[src/rtl/fu_occupancy_tracker.sv]
// Functional-unit occupancy tracker.
// Tracks busy periods for four SIMD ALUs, four SIMF ALUs and the SALU with
// down-counters, and outstanding LSU operations with a credit counter. Ready
// outputs come only from registered state. Any malformed or refused issue,
// and any LSU retire that would overflow the credits, sets a sticky error.
module fu_occupancy_tracker #(
    parameter int SIMD_LAT    = 4,
    parameter int SIMF_LAT    = 8,
    parameter int SALU_LAT    = 1,
    parameter int LSU_CREDITS = 2
) (
    input  logic       clk,
    input  logic       rst,
    input  logic       c_issued_valid,
    input  logic [3:0] c_simd_select,
    input  logic [3:0] c_simf_select,
    input  logic       c_lsu_select,
    input  logic       c_salu_select,
    input  logic       lsu_done,
    output logic [3:0] f_simd_ready,
    output logic [3:0] f_simf_ready,
    output logic       f_lsu_ready,
    output logic       f_salu_ready,
    output logic       all_idle,
    output logic       err_protocol
);

    localparam logic [3:0] SIMD_LOAD  = 4'(SIMD_LAT);
    localparam logic [3:0] SIMF_LOAD  = 4'(SIMF_LAT);
    localparam logic [3:0] SALU_LOAD  = 4'(SALU_LAT);
    localparam logic [2:0] CREDIT_MAX = 3'(LSU_CREDITS);

    logic [3:0] simd_cnt [4];
    logic [3:0] simf_cnt [4];
    logic [3:0] salu_cnt;
    logic [2:0] credits;

    logic [9:0] sel_vec;
    logic [9:0] ready_vec;
    logic       sel_onehot;
    logic       issue_ok;
    logic       lsu_issue;
    logic       lsu_overflow;
    logic       bad_issue;
    logic       counters_zero;

    // A counter reloads on an accepted issue, otherwise counts down to zero.
    function automatic logic [3:0] next_count(input logic [3:0] cnt,
                                              input logic       load,
                                              input logic [3:0] lat);
        if (load)
            return lat;
        else if (cnt != 4'd0)
            return cnt - 4'd1;
        else
            return cnt;
    endfunction

    // Ready flags derive from the registered counters and credits only.
    always_comb begin
        // NOTE: every output of a combinational block gets a default first so
        // no path leaves it unassigned and no latch is inferred.
        f_simd_ready  = '0;
        f_simf_ready  = '0;
        counters_zero = 1'b1;
        for (int i = 0; i < 4; i++) begin
            f_simd_ready[i] = (simd_cnt[i] == 4'd0);
            f_simf_ready[i] = (simf_cnt[i] == 4'd0);
            if (simd_cnt[i] != 4'd0 || simf_cnt[i] != 4'd0)
                counters_zero = 1'b0;
        end
        f_salu_ready = (salu_cnt == 4'd0);
        f_lsu_ready  = (credits != 3'd0);
        if (salu_cnt != 4'd0)
            counters_zero = 1'b0;
    end

    // Issue qualification: exactly one select, target ready, valid asserted.
    always_comb begin
        sel_vec      = {c_salu_select, c_lsu_select, c_simf_select, c_simd_select};
        ready_vec    = {f_salu_ready, f_lsu_ready, f_simf_ready, f_simd_ready};
        sel_onehot   = (sel_vec != 10'd0) && ((sel_vec & (sel_vec - 10'd1)) == 10'd0);
        issue_ok     = c_issued_valid && sel_onehot && ((sel_vec & ready_vec) != 10'd0);
        bad_issue    = c_issued_valid && !issue_ok;
        lsu_issue    = issue_ok && c_lsu_select;
        lsu_overflow = lsu_done && !lsu_issue && (credits == CREDIT_MAX);
    end

    // Occupancy counters for the SIMD, SIMF and SALU units.
    always_ff @(posedge clk or negedge rst) begin
        if (!rst) begin
            for (int i = 0; i < 4; i++) begin
                simd_cnt[i] <= 4'd0;
                simf_cnt[i] <= 4'd0;
            end
            salu_cnt <= 4'd0;
        end else begin
            // NOTE: state registers use non-blocking assignments so every
            // flop samples pre-edge values regardless of statement order.
            for (int i = 0; i < 4; i++) begin
                simd_cnt[i] <= next_count(simd_cnt[i], issue_ok && c_simd_select[i], SIMD_LOAD);
                simf_cnt[i] <= next_count(simf_cnt[i], issue_ok && c_simf_select[i], SIMF_LOAD);
            end
            salu_cnt <= next_count(salu_cnt, issue_ok && c_salu_select, SALU_LOAD);
        end
    end

    // LSU credits: issue consumes, retire returns, both together cancel out.
    always_ff @(posedge clk or negedge rst) begin
        if (!rst) begin
            credits <= CREDIT_MAX;
        end else begin
            case ({lsu_issue, lsu_done})
                2'b10:   credits <= credits - 3'd1;
                2'b01:   if (credits != CREDIT_MAX) credits <= credits + 3'd1;
                default: credits <= credits;
            endcase
        end
    end

    // Registered idle indication and sticky protocol-error flag.
    always_ff @(posedge clk or negedge rst) begin
        if (!rst) begin
            all_idle     <= 1'b1;
            err_protocol <= 1'b0;
        end else begin
            all_idle <= counters_zero && (credits == CREDIT_MAX);
            if (bad_issue || lsu_overflow)
                err_protocol <= 1'b1;
        end
    end

endmodule

[config.mk]
export PLATFORM = sky130hd
export DESIGN_NAME = fu_occupancy_tracker
export DESIGN_NICKNAME = d
export VERILOG_FILES = /design/src/rtl/fu_occupancy_tracker.sv
export SDC_FILE = /design/constraint.sdc
export NUM_CORES = 1
export LEC_CHECK = 0
export CELL_PAD_IN_SITES_DETAIL_PLACEMENT = 1
export CELL_PAD_IN_SITES_GLOBAL_PLACEMENT = 1
export CORE_MARGIN = 2
export CORE_UTILIZATION = 46
export CTS_CLUSTER_DIAMETER = 100
export CTS_CLUSTER_SIZE = 10
export DETAILED_ROUTE_END_ITERATION = 10
export PLACE_DENSITY_LB_ADDON = 0.1
export SLEW_MARGIN = 20
export SYNTH_ARGS = -nofsm -noshare
export SYNTH_HDL_FRONTEND = slang
export SYNTH_SLANG_ARGS = --single-unit
[constraint.sdc]
create_clock -name clk -period 4.9 [get_ports clk]
set_input_delay 0.49 -clock clk [delete_from_list [all_inputs] [get_ports clk]]
set_output_delay 0.49 -clock clk [all_outputs]
set_load 0.05 [all_outputs]
# After elaboration in Yosys (flattened, before gate mapping)
# Index checks and enable logic that the tools add are counted.
[totals] in_bits=14 ff_bits=41
[classes] n_addsub=12 n_eq_ne=5 mux=25 bitwise_logic=2 reduce_logical=57
[op_table] cell="4-bit two-way mux" n=18
[op_table] cell="4-bit logical NOT" n=9
[op_table] cell="4-bit nonzero test" n=9
[op_table] cell="4-bit by 1-bit subtractor with 4-bit output, second input constant" n=9
[op_table] cell="10-bit AND" n=2
[op_table] cell="10-bit nonzero test" n=2
[op_table] cell="2-bit nonzero test" n=10
[op_table] cell="1-bit logical AND" n=17
[op_table] cell="10-bit logical NOT" n=1
[op_table] cell="10-bit by 1-bit subtractor with 10-bit output, second input constant" n=1
[op_table] cell="3-bit case mux with 2 select lines" n=1
[op_table] cell="1-bit logical OR" n=5
[op_table] cell="1-bit two-way mux" n=5
[op_table] cell="3-bit by 1-bit adder with 3-bit output, second input constant" n=1
[op_table] cell="3-bit by 2-bit equality test with 1-bit output, second input constant" n=1
[op_table] cell="3-bit two-way mux" n=1
[op_table] cell="3-bit by 2-bit inequality test with 1-bit output, second input constant" n=1
[op_table] cell="3-bit nonzero test" n=1
[op_table] cell="3-bit by 1-bit subtractor with 3-bit output, second input constant" n=1
[op_table] cell="2-bit by 1-bit equality test with 1-bit output, second input constant" n=1
[op_table] cell="2-bit equality test, second input constant" n=1
[op_table] cell="1-bit logical NOT" n=2
[op_table] cell="2-bit inequality test, second input constant" n=1
[op_table] cell="2-bit AND reduction" n=1

# Longest topological paths before layout
[logic_depth] depth_word=11 depth_mapped=14 depth_no_buf=13

# Worst setup path after synthesis
# OpenSTA, ideal clock, no wires.
[synth_path] path_type="reg2reg" from="reg simd_cnt[12] (netlist bit)" to="reg credits[1]" synth_period_minus_slack_ns=3.524 setup_ns=0.084 stages_incl_launch_ff=13 path_slack_ns=1.376 n_path_buf=1 arrival_time_ns=3.440 cell_sequence="dfrtp_1 -> inv_1 -> ha_1 -> nor3b_2 -> a2111oi_0 -> and4_1 -> or4_1 -> buf_2 -> nand2_1 -> fa_1 -> nor2b_1 -> a211oi_1 -> a21oi_1"
[synth_via] elab_chain_cells=8 word_cells_on_any_way=11 cone_classes="3 x eq/ne; 1 x mux; 1 x bitwise; 6 x reduce/logical"
[synth_rtl] item="from (decl)" line_no="33" text="logic [3:0] simd_cnt [4];"
[synth_rtl] item="from (signal, indexed assignment)" line_no="101" text="simd_cnt[i] <= next_count(simd_cnt[i], issue_ok && c_simd_select[i], SIMD_LOAD);"
[synth_rtl] item="4-bit logical NOT (*)" line_no="67" text="f_simd_ready[i] = (simd_cnt[i] == 4'd0);"
[synth_rtl] item="named net f_simd_ready[0]" line_no="20" text="output logic [3:0] f_simd_ready,"
[synth_rtl] item="10-bit AND (*)" line_no="83" text="issue_ok = c_issued_valid && sel_onehot && ((sel_vec & ready_vec) != 10'd0);"
[synth_rtl] item="10-bit nonzero test (*)" line_no="83"
[synth_rtl] item="1-bit logical AND (*)" line_no="83"
[synth_rtl] item="1-bit logical AND (*)" line_no="85" text="lsu_issue = issue_ok && c_lsu_select;"
[synth_rtl] item="2-bit by 1-bit equality test with 1-bit output or 2-bit equality test (tied branches)" line_no="113" text="case ({lsu_issue, lsu_done})"
[synth_rtl] item="2-bit inequality test (no line) or 2-bit nonzero test (tied branches)"
[synth_rtl] item="2-bit AND reduction (no line)"
[synth_rtl] item="to (signal assigned)" line_no="114" text="2'b10: credits <= credits - 3'd1;"
[synth_rtl] item="to (signal assigned)" line_no="115" text="2'b01: if (credits != CREDIT_MAX) credits <= credits + 3'd1;"
[synth_rtl] item="to (signal assigned)" line_no="116" text="default: credits <= credits;"
[synth_rtl] item="to (decl)" line_no="36" text="logic [2:0] credits;"
# Mark *: on every way through the listed nets, which the timed path passes. The rest lies on a longest branch.
# A chain may end at the register's enable or synchronous reset.

# Worst setup path after layout
[layout_path] from="in c_simd_select[0]" to="reg credits[1]"
[layout_via] elab_chain_cells=10 word_cells_on_any_way=16 cone_classes="1 x add/sub; 3 x eq/ne; 1 x mux; 2 x bitwise; 9 x reduce/logical"
[layout_rtl] item="from (decl)" line_no="15" text="input logic [3:0] c_simd_select,"
[layout_rtl] item="10-bit by 1-bit subtractor with 10-bit output" line_no="82" text="sel_onehot = (sel_vec != 10'd0) && ((sel_vec & (sel_vec - 10'd1)) == 10'd0);"
[layout_rtl] item="10-bit AND" line_no="82"
[layout_rtl] item="10-bit logical NOT" line_no="82"
[layout_rtl] item="1-bit logical AND" line_no="82"
[layout_rtl] item="1-bit logical AND" line_no="83"
[layout_rtl] item="1-bit logical AND (*)" line_no="83"
[layout_rtl] item="1-bit logical AND (*)" line_no="85"
[layout_rtl] item="2-bit by 1-bit equality test with 1-bit output or 2-bit equality test (tied branches)" line_no="113"
[layout_rtl] item="2-bit inequality test (no line) or 2-bit nonzero test (tied branches)"
[layout_rtl] item="2-bit AND reduction (no line)"
# Mark *: on every way between the ends. The rest lies on a longest branch, timed or not.

==> results.sh <==
export IMPL_clk_root_buffer_cell="clkbuf_8"
export IMPL_drive_above_1_share_pct=7.58
export IMPL_start_util_pct=48.5
export IMPL_worst_setup_path_end_kind="flip-flop"
export IMPL_cts_hold_buffers_added=0
export IMPL_arrival_ps=3680
export IMPL_synth_fp_nets=272
export IMPL_ios=26
export IMPL_cts_sinks=41
export IMPL_finalHoldViolations=0
export IMPL_power_density_nw_per_um2=693
export IMPL_setup_ws_ps=1450
export IMPL_syn_inst=248
export IMPL_holdWs_ps=331
export IMPL_core_area_um2=4790
export IMPL_grtUsageTotal_pct=20.8
export IMPL_globalRouteOverflowTotal=0
export IMPL_cts_tree="yes"
export IMPL_n_fill_cell=552
export IMPL_grt_pass1_wl_um=8960
export IMPL_cp_max_fo=8
export IMPL_ys_ff_latch=41
export IMPL_r2r_setup_slack_ps=1540
export IMPL_post_place_ws_ps=1140
export IMPL_crit_chain="clkdlybuf4s50_1, or4_4, nor4_1, xor2_1, or4_1, nand2_1, fa_1, nor2b_1, a211oi_1, a21oi_1"
export IMPL_synth_most_common_cell="dfrtp_1"
export IMPL_leakage_nw=1.20
export IMPL_maxSlewHeadroom_pct=39.4
export IMPL_tightest_slew_ps=909
export IMPL_fin_skew_ps=8.70
export IMPL_n_antenna_cell=0
export IMPL_setup_viol=0
export IMPL_post_cts_setup_buffer_count=0
export IMPL_hpwl_um=3860
export IMPL_drt_iter0_markers=82
export IMPL_vias=1893
export IMPL_seq_power_share_pct=32.8
export IMPL_synth_warning_count=0
export IMPL_critPathMaxStageDelay_ps=660
export IMPL_synth_cell_types=39
export IMPL_syn_avg_cell_area_um2=9.37
export IMPL_drtAntennaViolNets=0
export IMPL_first_global_vias=1902
export IMPL_timing_rr_end="credits[1]"
export IMPL_ir_drop_mv=0.308
export IMPL_p_total_mw=1.91
export IMPL_clk_path_buf_depth=2
export IMPL_cts_max_level=2
export IMPL_routed_wl_um=5160
export IMPL_fp_dieW_um=75.1
export IMPL_path_buf_inv=1
export IMPL_synth_edff_count=0
export IMPL_gp_congestion=0.741
export IMPL_row_count=25
export IMPL_routed_via_density=5.50
export IMPL_clockPowerShare_pct=16.7
export IMPL_async_reset_ff_share_pct=100
export IMPL_criticalPathCategory="input pin to flip-flop"
export IMPL_top_usage_layer="met2"
export IMPL_grt_max_degree=42
export IMPL_p_comb_share_pct=50.4
export IMPL_synth_top_cell_area_share_pct=42.0
export IMPL_clk_latency_ps=290
export IMPL_yosys_top_cells_count="39 x dfrtp_1, 35 x a21oi_1, 28 x inv_1, 20 x nand2_1, 13 x nand3_1"
export IMPL_fin_crit_sh_pct=70.5
export IMPL_finalWorstPathRequiredPeriod_ps=3450
export IMPL_yosysTopAreaCell="dfrtp_1"
export IMPL_cts_made_buffers=5
export IMPL_status="completed"
export IMPL_num_nets_final=300
export IMPL_synth_area_um2=2320
export IMPL_clkTransAtPathRegs_ps=80
export IMPL_r2r_start="simf_cnt[0]"
export IMPL_p_int_mw=1.11
export IMPL_grt_antenna_before_repair=0
export IMPL_drc=0
export IMPL_areaGrowthSynthToFinish_pct=18.9
export IMPL_hold_path_class="input pin to async pin"
export IMPL_grt_util_met3_pct=3.88
export IMPL_setup_tns_ps=0
export IMPL_drv_slew=0
export IMPL_dieArea_um2=5640
export IMPL_grt_setup_unrepaired="no"
export IMPL_cap_violations=0
export IMPL_grt_util_met1_pct=27.6
export IMPL_crit_required_ps=5120
export IMPL_r2r_cells=11
export IMPL_start_kind="input pin"
export IMPL_wl_per_cell_um=15.0
export IMPL_swShare_pct=42.0
export IMPL_cts_resized=0
export IMPL_ys_seq_area_share_pct=44.3
export IMPL_ys_flop_type="dfrtp_1"
export IMPL_gr_usage_met2_pct=35.3
export IMPL_yosys_top_cells_area="dfrtp_1 42%, a21oi_1 7.5%, ha_1 4.8%"
export IMPL_cpLargestDelayFamily="simple AND/OR/NAND/NOR gates"
export IMPL_first_pass_iters=4
export IMPL_p_sw_mw=0.803
export IMPL_die_h_um=75.1
export IMPL_port_buffers=25
export IMPL_fmax_mhz=289
export IMPL_cp_slowest_cell="or4_1"
## cell usage in the layout (no fill, tap or decap), drive strengths merged, types with 2 or more instances in the layout
cell type,count
inv,28
nor4bb,3
a221o,4
bufinv,2
o21ai,9
nor4,4
clkdlybuf4s50,24
or4,2
buf,2
nor3,11
nor3b,12
maj3,2
xnor2,9
nor2b,2
nand2,20
mux2i,2
a21o,5
dfstp,2
nor2,12
a22oi,3
a21oi,35
dfrtp,39
ha,9
clkbuf,5
or3,7
xor2,2
nand3,13
## worst max-delay path by stage
stage / from / to / slack, ps / cells past startpoint
after global routing: simf_cnt[0] / credits[1] / 1300 / 11
after global placement: c_simd_select[0] / credits[1] / 1190 / 10
final: c_simd_select[0] / credits[1] / 1450 / 10
after floorplan: simd_cnt[12] / credits[1] / 1380 / 12
after detailed placement: c_simd_select[0] / credits[1] / 1140 / 10
after CTS: c_simd_select[0] / credits[1] / 1440 / 10
## through the flow
stage	std cells	cell area [um^2]	util [%]
CTS	344	2760	57.7
finish	344	2760	57.7
floorplan	248	2320	-
detailed placement	336	2630	54.9
global route	344	2760	57.7
global placement	336	2630	54.9
## cell type report
cell class                 instances  area, um^2  share of cell area [%]
tap                               67        83.8                    3.03
timing repair buffer              26         253                    9.15
clock buffer                       5        68.8                    2.49
inverter                          28         105                    3.80
clock inverter                     3        65.1                    2.36
multi-input combinational        174        1160                    41.9
sequential                        41        1030                    37.2
## per-layer routing
layer | vias up | routed length [um]
met5 | - | 0
met4 | 0 | 51
met3 | 7 | 147
met2 | 19 | 2460
met1 | 935 | 2500
li1 | 932 | -
## kinds of logic after synthesis
family,Yosys count,share of synthesized area [%]
compound gates,61,15.9
xor+xnor,11,4.15
fa+ha+maj,12,6.57
buf+inv,33,5.87
flops,41,44.3
mux,2,0.862
simple gates,88,22.4
## flip-flops by register name, indices dropped and copies added, names as in the netlist
| signal | cells |
|---|---|
| simf_cnt | 16 |
| credits | 3 |
| salu_cnt | 4 |
| err_protocol | 1 |
| all_idle | 1 |
| simd_cnt | 16 |
## power groups by stage
stage / Combinational (mW) / Clock, mW / Sequential, mW
2_1_floorplan: 0.748 / 0 / 0.602
3_3_place_gp: 0.927 / 0 / 0.626
3_5_place_dp: 0.973 / 0 / 0.636
4_1_cts: 0.979 / 0.328 / 0.630
6_report: 0.965 / 0.320 / 0.629
5_1_grt: 1.11 / 0.343 / 0.654
(Power assumes the default switching activity.)
